<file path="src/rtl/imem_loader.sv">
// imem_loader: boot-time loader packing a header/image/checksum byte stream into instruction memory.
module imem_loader #(
   parameter int ADDR_W = 10
) (
   input  logic              clk,
   input  logic              rst,
   input  logic              in_valid,
   input  logic [7:0]        in_data,
   output logic              in_ready,
   output logic              im_we,
   output logic [ADDR_W-1:0] im_addr,
   output logic [31:0]       im_wdata,
   output logic              cpu_hold,
   output logic              done,
   output logic              err
);
   typedef enum logic [2:0] {HDR, LOAD, CHK, DONE, ERR} state_t;
   state_t            state;
   logic [1:0]        bc;
   logic [23:0]       sh;
   logic [ADDR_W:0]   n, cnt, cnt_nx;
   logic [31:0]       acc, word;
   logic              take, last, bad;
   assign in_ready = !rst && state != DONE && state != ERR;
   assign take     = in_valid && in_ready;
   assign last     = take && bc == 2'd3;
   assign word     = {sh, in_data};
   assign cnt_nx   = cnt + 1'b1;
   // N must lie in 1..2^ADDR_W; compare one bit wider so 2^ADDR_W itself is representable
   assign bad      = word == 32'd0 || {1'b0, word} > (33'd1 << ADDR_W);
   always_ff @(posedge clk) begin
      if (rst) begin
         state    <= HDR;
         bc       <= '0;
         sh       <= '0;
         n        <= '0;
         cnt      <= '0;
         acc      <= '0;
         im_we    <= 1'b0;
         im_addr  <= '0;
         im_wdata <= '0;
         cpu_hold <= 1'b1;
         done     <= 1'b0;
         err      <= 1'b0;
      end else begin
         im_we    <= 1'b0;
         done     <= state == DONE;
         err      <= state == ERR;
         cpu_hold <= state != DONE;
         if (take) begin
            sh <= {sh[15:0], in_data};
            bc <= bc + 1'b1;
         end
         if (last)
            case (state)
               HDR:
                  if (bad) state <= ERR;
                  else begin
                     n     <= word[ADDR_W:0];
                     cnt   <= '0;
                     acc   <= '0;
                     state <= LOAD;
                  end
               LOAD: begin
                  im_we    <= 1'b1;
                  im_addr  <= cnt[ADDR_W-1:0];
                  im_wdata <= word;
                  acc      <= acc ^ word;
                  cnt      <= cnt_nx;
                  if (cnt_nx == n) state <= CHK;
               end
               CHK:     state <= word == acc ? DONE : ERR;
               default: state <= state;
            endcase
      end
   end
endmodule
</file>
<file path="config.mk">
export PLATFORM = sky130hd
export DESIGN_NAME = imem_loader
export DESIGN_NICKNAME = d
export VERILOG_FILES = /design/src/rtl/imem_loader.sv
export SDC_FILE = /design/constraint.sdc
export NUM_CORES = 1
export LEC_CHECK = 0
export ABC_AREA = 1
export CORE_MARGIN = 5
export CORE_UTILIZATION = 45
export DETAILED_ROUTE_END_ITERATION = 6
export PLACE_DENSITY = 0.74
export SYNTH_ARGS = -nofsm -noshare
export SYNTH_HDL_FRONTEND = slang
export SYNTH_SLANG_ARGS = --single-unit
</file>
<file path="constraint.sdc">
create_clock -name clk -period 1.7 [get_ports clk]
set_input_delay 0.34 -clock clk [delete_from_list [all_inputs] [get_ports clk]]
set_output_delay 0.34 -clock clk [all_outputs]
set_load 0.1 [all_outputs]
</file>
==> results list, run 1 <==
- Run status: finished with violations
* Violations in the final reports: negative setup slack
- Library cell occupying the most area in the post-synthesis netlist: dfxtp_1
- Growth of design area from synthesis to finish: 59.5%
* Transition time of the tightest slew-check pin: 0.805 ns
- Layout cells sized above 1: 0.335
- Number of buffer cells added on primary ports: 57
- Clock Skew: 0.0121 ns
* Routed via count: 6594
* Top post-synthesis cells by count: nand2_1, dfxtp_1, a21oi_1
* Destination of the worst hold path: n[1]$_SDFFE_PP0P_
- Of the total synthesized cell area, the portion taken by full adders, half adders and majority gates is 0.00431.
- Setup repair after global routing could not meet its margin everywhere.
- Of all flip-flops after synthesis, the portion carrying an async set or reset was 0.
* Top Ports: 58
- The first detailed-routing pass ran for 5 iterations.
* Post-layout nets: 981
- In this run the remaining antenna-violating nets after routing total 0.
* CTS tree: built
- Total number of yosys warnings: 0
* Post-Synth XOR/XNOR Area: 0.0582
- Leaving out filler cells and counting taps, the final layout contains 1153.
- Vertical die dimension: 124 µm
- Cell Pwr Density: 849 nW/µm²
- Crit-path max FO: 5
* Layout filler cell count: 787
- Dpl hpwl: 11900 µm
* Top cells by area in the synthesized netlist: dfxtp_1, a21oi_1, nand2_1
* Cell count after placement: 1093
- Share of total power in combinational logic: 0.086
- Footprint of the multi-input gates: 3160 µm²
* Mapped Cells: 795
* Proportion of power drawn by the clock network: 0.518
- In the final routed layout, each cell accounts on average for 19.0 µm.
- Initial antenna violation count: 0
- Once layout is complete, the utilization of the core stands at 0.734.
- The number of clock buffers added by TritonCTS is 17.
* Clk Latency, worst-skew pair: 0.43 ns
- The endpoint identified for the worst register-to-register timing path is acc[19]$_SDFFE_PP0P_.
- Across every metal layer, demand over resource in global routing totals 0.273.
- Switching power: 1.80 mW
* Via count of the first global-routing pass: 6454
* Share of synthesized area spent on multiplexers: 0
- Number of hold violations in the final report: 0
- Clk Tree Root Cell: clkbuf_16
- Die outline width: 124 µm
- Syn_area_per_cell: 7.31 µm²
- Across the VDD grid, the largest voltage drop is 0.753 mV.
- The critical path is of the in -> reg type.
- Int Power: 6.07 mW
* Count of flip-flops with a built-in enable after synthesis: 0
* Final cell area excluding filler cells: 9260 µm²
* RR Startpoint: sh[5]$_SDFFE_PP0P_
- After global routing the overflow that remains totals 0.
- Via/cell ratio: 5.72
* Area of the mapped netlist: 5810 µm²
* Post-Synth Simple-Gate Area: 0.262
- Sequential cell area fraction in the yosys report: 0.445
- Setup slack, reg-to-reg: -0.39 ns
* Final WS setup: -0.435 ns
- Summing all flip-flop and latch instances after layout gives 2610 µm².
- Of the total power, registers draw 0.395.
* Initial core utilization: 0.460
* Register clock-pin slew on the reported worst setup and hold paths: 0.06 ns
- After synthesis, the largest family of logic cells by area is simple AND/OR/NAND/NOR gates.
- Worst slew margin: 0.463
* Worst Reg-to-Reg Cells: 10
- The worst hold path belongs to the class reg -> reg.
- After detailed routing, the number of remaining DRC violations is 0.
- The number of different library cells used by synthesis comes to 32.
- Maximum number of buffers from clock root to sink: 2
- The die covers 15300 µm².
- Of the available clock period, the critical path in the final layout requires 1.26.
- Core area: 12600 µm²
- Final antenna diode count: 0
- Entering global routing, the biggest net connects 66 pins.
- Hold is met by 0.469 ns.
- Net count after synthesis: 808
* Leakage power: 3.63 nW
- The tree built by TritonCTS fans out to 129 sinks.
- Wire length of the first global-routing pass: 32000 µm
- Data required time at the worst endpoint: 1.97 ns
- Across the run, the number of max-cap violations was 0.
- Minimum clock period after layout: 2.14 ns
- STA classifies the critical path endpoint as a flip-flop.
- Slew Viols, Final: 0
- Setup violations remaining at the end of the flow were counted as 58.
- Element type at the critical path start: input pin
- Along the worst hold path, the cell count comes to 2.
- Row cnt: 41
- Of the total power, the share spent switching nets is 0.229.
- The congestion estimate from routability-driven global placement came to 0.908.
* CTS H-tree depth: 4
- Number of register bits inferred by synthesis: 129
- Most repeated cell in the gate-level netlist after synthesis: nand2_1
- Primary FF master, synth: dfxtp_1
* Hold Startpoint: n[1]$_SDFFE_PP0P_
* Compound-cell area share of the yosys netlist: 0.157
- Wire length reported by the detailed router: 22000 µm
- Max frequency: 0.468 GHz
* Top cell type's share of synthesized area: 0.445
* Total Power: 7.86 mW
* Cell area reported after detailed placement: 7830 µm²
- 1st-iter DRT viols: 826
- Arr. time, crit path: 2.41 ns
[worst max path at each step]
stage	start	end	slack, ns	cells past startpoint
final	in_data[2]	acc[19]$_SDFFE_PP0P_	-0.44	11
after global routing	in_data[4]	acc[11]$_SDFFE_PP0P_	-0.50	10
after CTS	sh[7]$_SDFFE_PP0P_	acc[8]$_SDFFE_PP0P_	-0.16	10
after detailed placement	in_data[7]	n[1]$_SDFFE_PP0P_	-0.52	9
after global placement	in_data[7]	state[1]$_SDFFE_PP0P_	-0.51	11
after floorplan	state[1]$_SDFFE_PP0P_	state[2]$_SDFFE_PP0P_	-0.27	12
[cells by family after synthesis]
group           count (synthesis)
compound gates                182
flops                         129
buf+inv                       101
fa+ha+maj                       2
simple gates                  344
xor+xnor                       37
[routing by layer]
metal	part of all wire	up-vias	GRT usage	routed length (µm)
met5	0	-	0	0
met4	0.062	0	0.156	1370
met3	0.090	128	0.0736	1970
met2	0.50	414	0.464	10900
met1	0.35	3072	0.307	7680
li1	-	2980	-	-
[stage by stage]
step / setup WS (ns) / setup TNS, ns
CTS: -0.156 / -4.96
finish: -0.435 / -19.88
global route: -0.501 / -24.75
floorplan: -0.268 / -22.41
detailed placement: -0.520 / -29.14
global placement: -0.513 / -26.17
[state kept, by name, indices dropped and copies added, names as in the netlist]
signal,flops
acc,32
im_wdata,32
sh,24
cnt,11
n,11
im_addr,10
state,3
bc,2
cpu_hold,1
done,1
err,1
im_we,1
[power groups by stage]
stage / sequential (mW) / combinational (mW) / clock, mW
6_report: 3.11 / 0.680 / 4.08
2_1_floorplan: 3.17 / 0.264 / 0
3_5_place_dp: 3.17 / 0.573 / 0
4_1_cts: 3.10 / 0.603 / 4.08
3_3_place_gp: 3.17 / 0.567 / 0
5_1_grt: 3.11 / 0.715 / 4.24
[placed cells by master (no fill, tap or decap), types with 3 or more instances in the layout]
cell type,count
a21oi_2,15
bufinv_16,5
xor2_1,7
inv_1,41
buf_16,5
nor2_4,4
clkbuf_16,19
inv_4,3
o21ai_1,18
xnor2_2,4
inv_2,11
nand4_1,20
o21ai_2,9
buf_12,55
buf_6,8
nand2_2,11
nand3_2,15
clkbuf_8,3
nand2_1,136
nor2_1,79
clkdlybuf4s50_1,8
nand3_1,50
nor2_2,8
buf_4,118
nand2_4,3
dfxtp_1,117
xnor2_1,25
nand3_4,3
dfxtp_2,9
clkbuf_1,3
a21oi_1,101
dfxtp_4,3
o21ai_0,37
clkinvlp_4,3
[worst max-delay path: stages]
cell,delay (ns)
clkdlybuf4s50_1,0.43
nor2_1,0.25
nand3_1,0.16
o21ai_2,0.18
nor3b_4,0.28
nand4_4,0.18
buf_8,0.19
buf_12,0.14
buf_16,0.13
nand3_2,0.05
a21oi_1,0.07
[cell type report]
cell class | instances | area share
clock buffer | 23 | 0.0516
clock inverter | 9 | 0.0192
inverter | 55 | 0.0231
multi-input combinational | 565 | 0.341
sequential | 129 | 0.281
tap | 172 | 0.0232
timing repair buffer | 200 | 0.260
[what timing repair did]
item | CTS | global route
gates cloned | 6 | 3
setup endpoints to repair | 58 | 88
hold buffers | 0 | 0
gates resized for setup | 62 | 50
setup buffers | 13 | 7
pin swaps | 24 | 24
No activity file was read; power rests on OpenSTA's default activity.
==> run 2, diff against run 1 <==
--- a/config.mk
+++ b/config.mk
@@ -10,6 +10,7 @@
 export CORE_UTILIZATION = 45
 export DETAILED_ROUTE_END_ITERATION = 6
 export PLACE_DENSITY = 0.74
+export SKIP_LAST_GASP = 1
 export SYNTH_ARGS = -nofsm -noshare
 export SYNTH_HDL_FRONTEND = slang
 export SYNTH_SLANG_ARGS = --single-unit
==> run 2 against run 1 <==
The run still ends with negative setup slack left. Clock power hardly changed. Non-clock buffer count is 2 higher. Worst hold slack worse by 0.0088 ns. Die area stayed put. Fmax is 5.4% higher. Critical path depth stayed put. First-iteration DRC count is 6.9% higher. Cell area is 0.42% higher. Sequential share of layout area is 0.13 points lower. Clock skew is 0.0032 ns lower. Total power hardly changed. Register-to-register slack better by 0.09 ns. Critical endpoint is now acc[31]$_SDFFE_PP0P_. Largest cell class unchanged.
==> results list, run 2 (synthesis gave the netlist of run 1 again) <==
- The run finished, with violations left.
* Violations in the final reports: negative setup slack
- Clock Skew: 0.00891 ns (-0.00322 ns)
* Clock buffer count from CTS: 17 (unchanged)
- The worst ir drop on vdd is 0.940 mV (+25%).
* Minimum clock period after layout: 2.03 ns (-0.110 ns)
* Die Area: 15300 µm² (unchanged)
- The number of top-level pins is 58 (unchanged).
* Number of buffer cells added on primary ports: 57 (unchanged)
- Routed Antenna Nets: 0 (unchanged)
- The path with the worst hold slack has its endpoint at n[1]$_SDFFE_PP0P_.
- Arr. time, crit path: 2.37 ns (-0.04 ns)
- Number of hold violations in the final report: 0 (unchanged)
- Worst Hold Path Cells: 2 (unchanged)
- The achievable clock frequency came to 0.494 GHz (+5.4%).
- STA classifies the critical path endpoint as a flip-flop.
* 1st-iter DRT viols: 883 (+6.9%)
* Die outline width: 124 µm (unchanged)
- The count of cells along the worst register-to-register path came to 10 (unchanged).
- The startpoint identified for the worst hold timing path is n[1]$_SDFFE_PP0P_.
- Largest net degree at the start of global routing: 66 (unchanged)
- Via/cell ratio: 5.77 (+0.95%)
* Clk Latency, worst-skew pair: 0.43 ns (about the same)
- The minimum setup slack among reg-to-reg paths is -0.30 ns (+0.09 ns).
* Total Power: 7.86 mW (about the same)
- Setup repair after global routing could not meet its margin everywhere.
* CTS H-tree depth: 4 (unchanged)
- The worst max-slew margin expressed relative to the limit is 0.453 (-0.0103).
- The net count of the finished layout is 983 (+0.20%).
- The worst setup path is launched from an input pin.
- Residual DRC: 0 (unchanged)
- The actual slew at the worst max-slew pin was 0.820 ns (+0.0155 ns).
- Type of the worst min-delay path: reg -> reg
- The number of global-route vias before repair came to 6325 (-2.0%).
- Total congestion overflow: 0 (unchanged)
- Row cnt: 41 (unchanged)
- The worst endpoint required time was 2.05 ns (+0.08 ns).
- Wire length reported by the detailed router: 22500 µm (+2.3%)
* Leakage power: 3.66 nW (+0.92%)
- The share of post-route cells with drive strength above 1 is 0.339 (+0.00339).
- CTS tree: built
- Gr usage total: 0.268 (-0.00450)
- Clk Tree Root Cell: clkbuf_16
* Cell Pwr Density: 846 nW/µm² (-0.43%)
- Portion of the clock cycle consumed by the worst path in the final layout: 1.19 (-0.0646)
* Layout filler cell count: 774 (-1.7%)
- Register clock-pin slew on the reported worst setup and hold paths: 0.06 ns (about the same)
* Most frequent standard cell in the layout excluding fill and tap cells: nand2_1
- The final weighted congestion in routability-driven placement came to 0.908 (unchanged).
- Routed via count: 6668 (+1.1%)
- The wire length of the first global-routing pass is 31500 µm (-1.7%).
- Max Cap Viol: 0 (unchanged)
- The largest registers in the layout are acc (32), im_wdata (32), sh (24).
* Initial core utilization: 0.460 (unchanged)
- From synthesis to final layout, the design area changed by 60.1%.
* Slew Viols, Final: 0 (unchanged)
* Initial antenna violation count: 0 (unchanged)
- The largest fanout on the critical path was 16 (+11).
- The cell count after placement is 1093 (unchanged).
- Final WS setup: -0.325 ns (+0.110 ns)
* Most frequent cells in the layout: nand2_1, dfxtp_1, buf_4
* DRT Pass-1 Iters: 6 (+1)
* TritonCTS Sinks: 129 (unchanged)
* Core area: 12600 µm² (unchanged)
* Maximum number of buffers from clock root to sink: 2 (unchanged)
- Setup slack after placement: -0.520 ns (unchanged)
- Dpl hpwl: 11900 µm (unchanged)
- RR Startpoint: sh[4]$_SDFFE_PP0P_
- The number of endpoints failing setup at the final stage was 61 (+5.2%).
- The average wire length per cell after detail routing is 19.5 µm (+2.2%).
- Finished Layout Cells: 1155 (+0.17%)
- The number of diodes came to 0 (unchanged).
- Reg2Reg Capture Point: acc[31]$_SDFFE_PP0P_
- Critical setup path kind: in -> reg
* Vertical die dimension: 124 µm (unchanged)
## run 2: power breakdown
part           internal [mW]  switching, mW
Sequential              3.06         0.0443
Combinational          0.287          0.401
Clock                   2.71           1.35
Total                   6.07           1.80
## run 2: what timing repair did
item                       in CTS  in global routing
gates cloned                    6                  4
gates resized for setup        52                 61
hold buffers                    0                  0
setup endpoints to repair      58                 86
pin swaps                      24                 22
setup buffers                  13                 11
## run 2: worst max path at each step
stage / from / endpoint / slack, ns / depth (start not counted)
2_1_floorplan: state[1]$_SDFFE_PP0P_ / state[2]$_SDFFE_PP0P_ / -0.27 / 12
3_3_place_gp: in_data[7] / state[1]$_SDFFE_PP0P_ / -0.51 / 11
3_5_place_dp: in_data[7] / n[1]$_SDFFE_PP0P_ / -0.52 / 9
4_1_cts: sh[7]$_SDFFE_PP0P_ / acc[8]$_SDFFE_PP0P_ / -0.16 / 10
5_1_grt: in_data[4] / acc[31]$_SDFFE_PP0P_ / -0.42 / 11
6_report: in_data[4] / acc[31]$_SDFFE_PP0P_ / -0.33 / 11
## run 2: worst max-delay path: stages
cell and delay (ns):
clkdlybuf4s50_1 0.48, nor2_2 0.20, nand3_1 0.13, o21ai_2 0.16, nor3b_4 0.23, nand4_4 0.14
buf_6 0.16, nand2_8 0.11, buf_16 0.16, nand2_1 0.09, a21oi_1 0.18
## run 2: through the flow
stage / instance area [µm²] / TNS (ns) / utilization / hold slack [ns]
detailed placement: 7830 / -29.14 / 0.620 / 0.453
CTS: 8930 / -5.06 / 0.708 / 0.461
finish: 9300 / -13.36 / 0.737 / 0.460
global route: 9300 / -19.74 / 0.737 / 0.480
global placement: 7830 / -26.17 / 0.620 / 0.449
floorplan: 5970 / -22.41 / - / 0.435
## run 2: final cells by class
class                   count  area [µm²]  share of cell area
well taps                 172         215              0.0231
clock inverters             9         178              0.0191
multi-input cells         565        3190               0.343
inverters                  55         211              0.0227
repair buffers            202        2420               0.260
clock buffers              23         478              0.0514
flip-flops and latches    129        2600               0.280
## run 2: metal layers
layer	up-vias	share of wire	global-route usage
met5	-	0	0
li1	2990	-	-
met4	0	0.063	0.145
met3	142	0.095	0.0654
met1	3110	0.34	0.307
met2	426	0.50	0.459
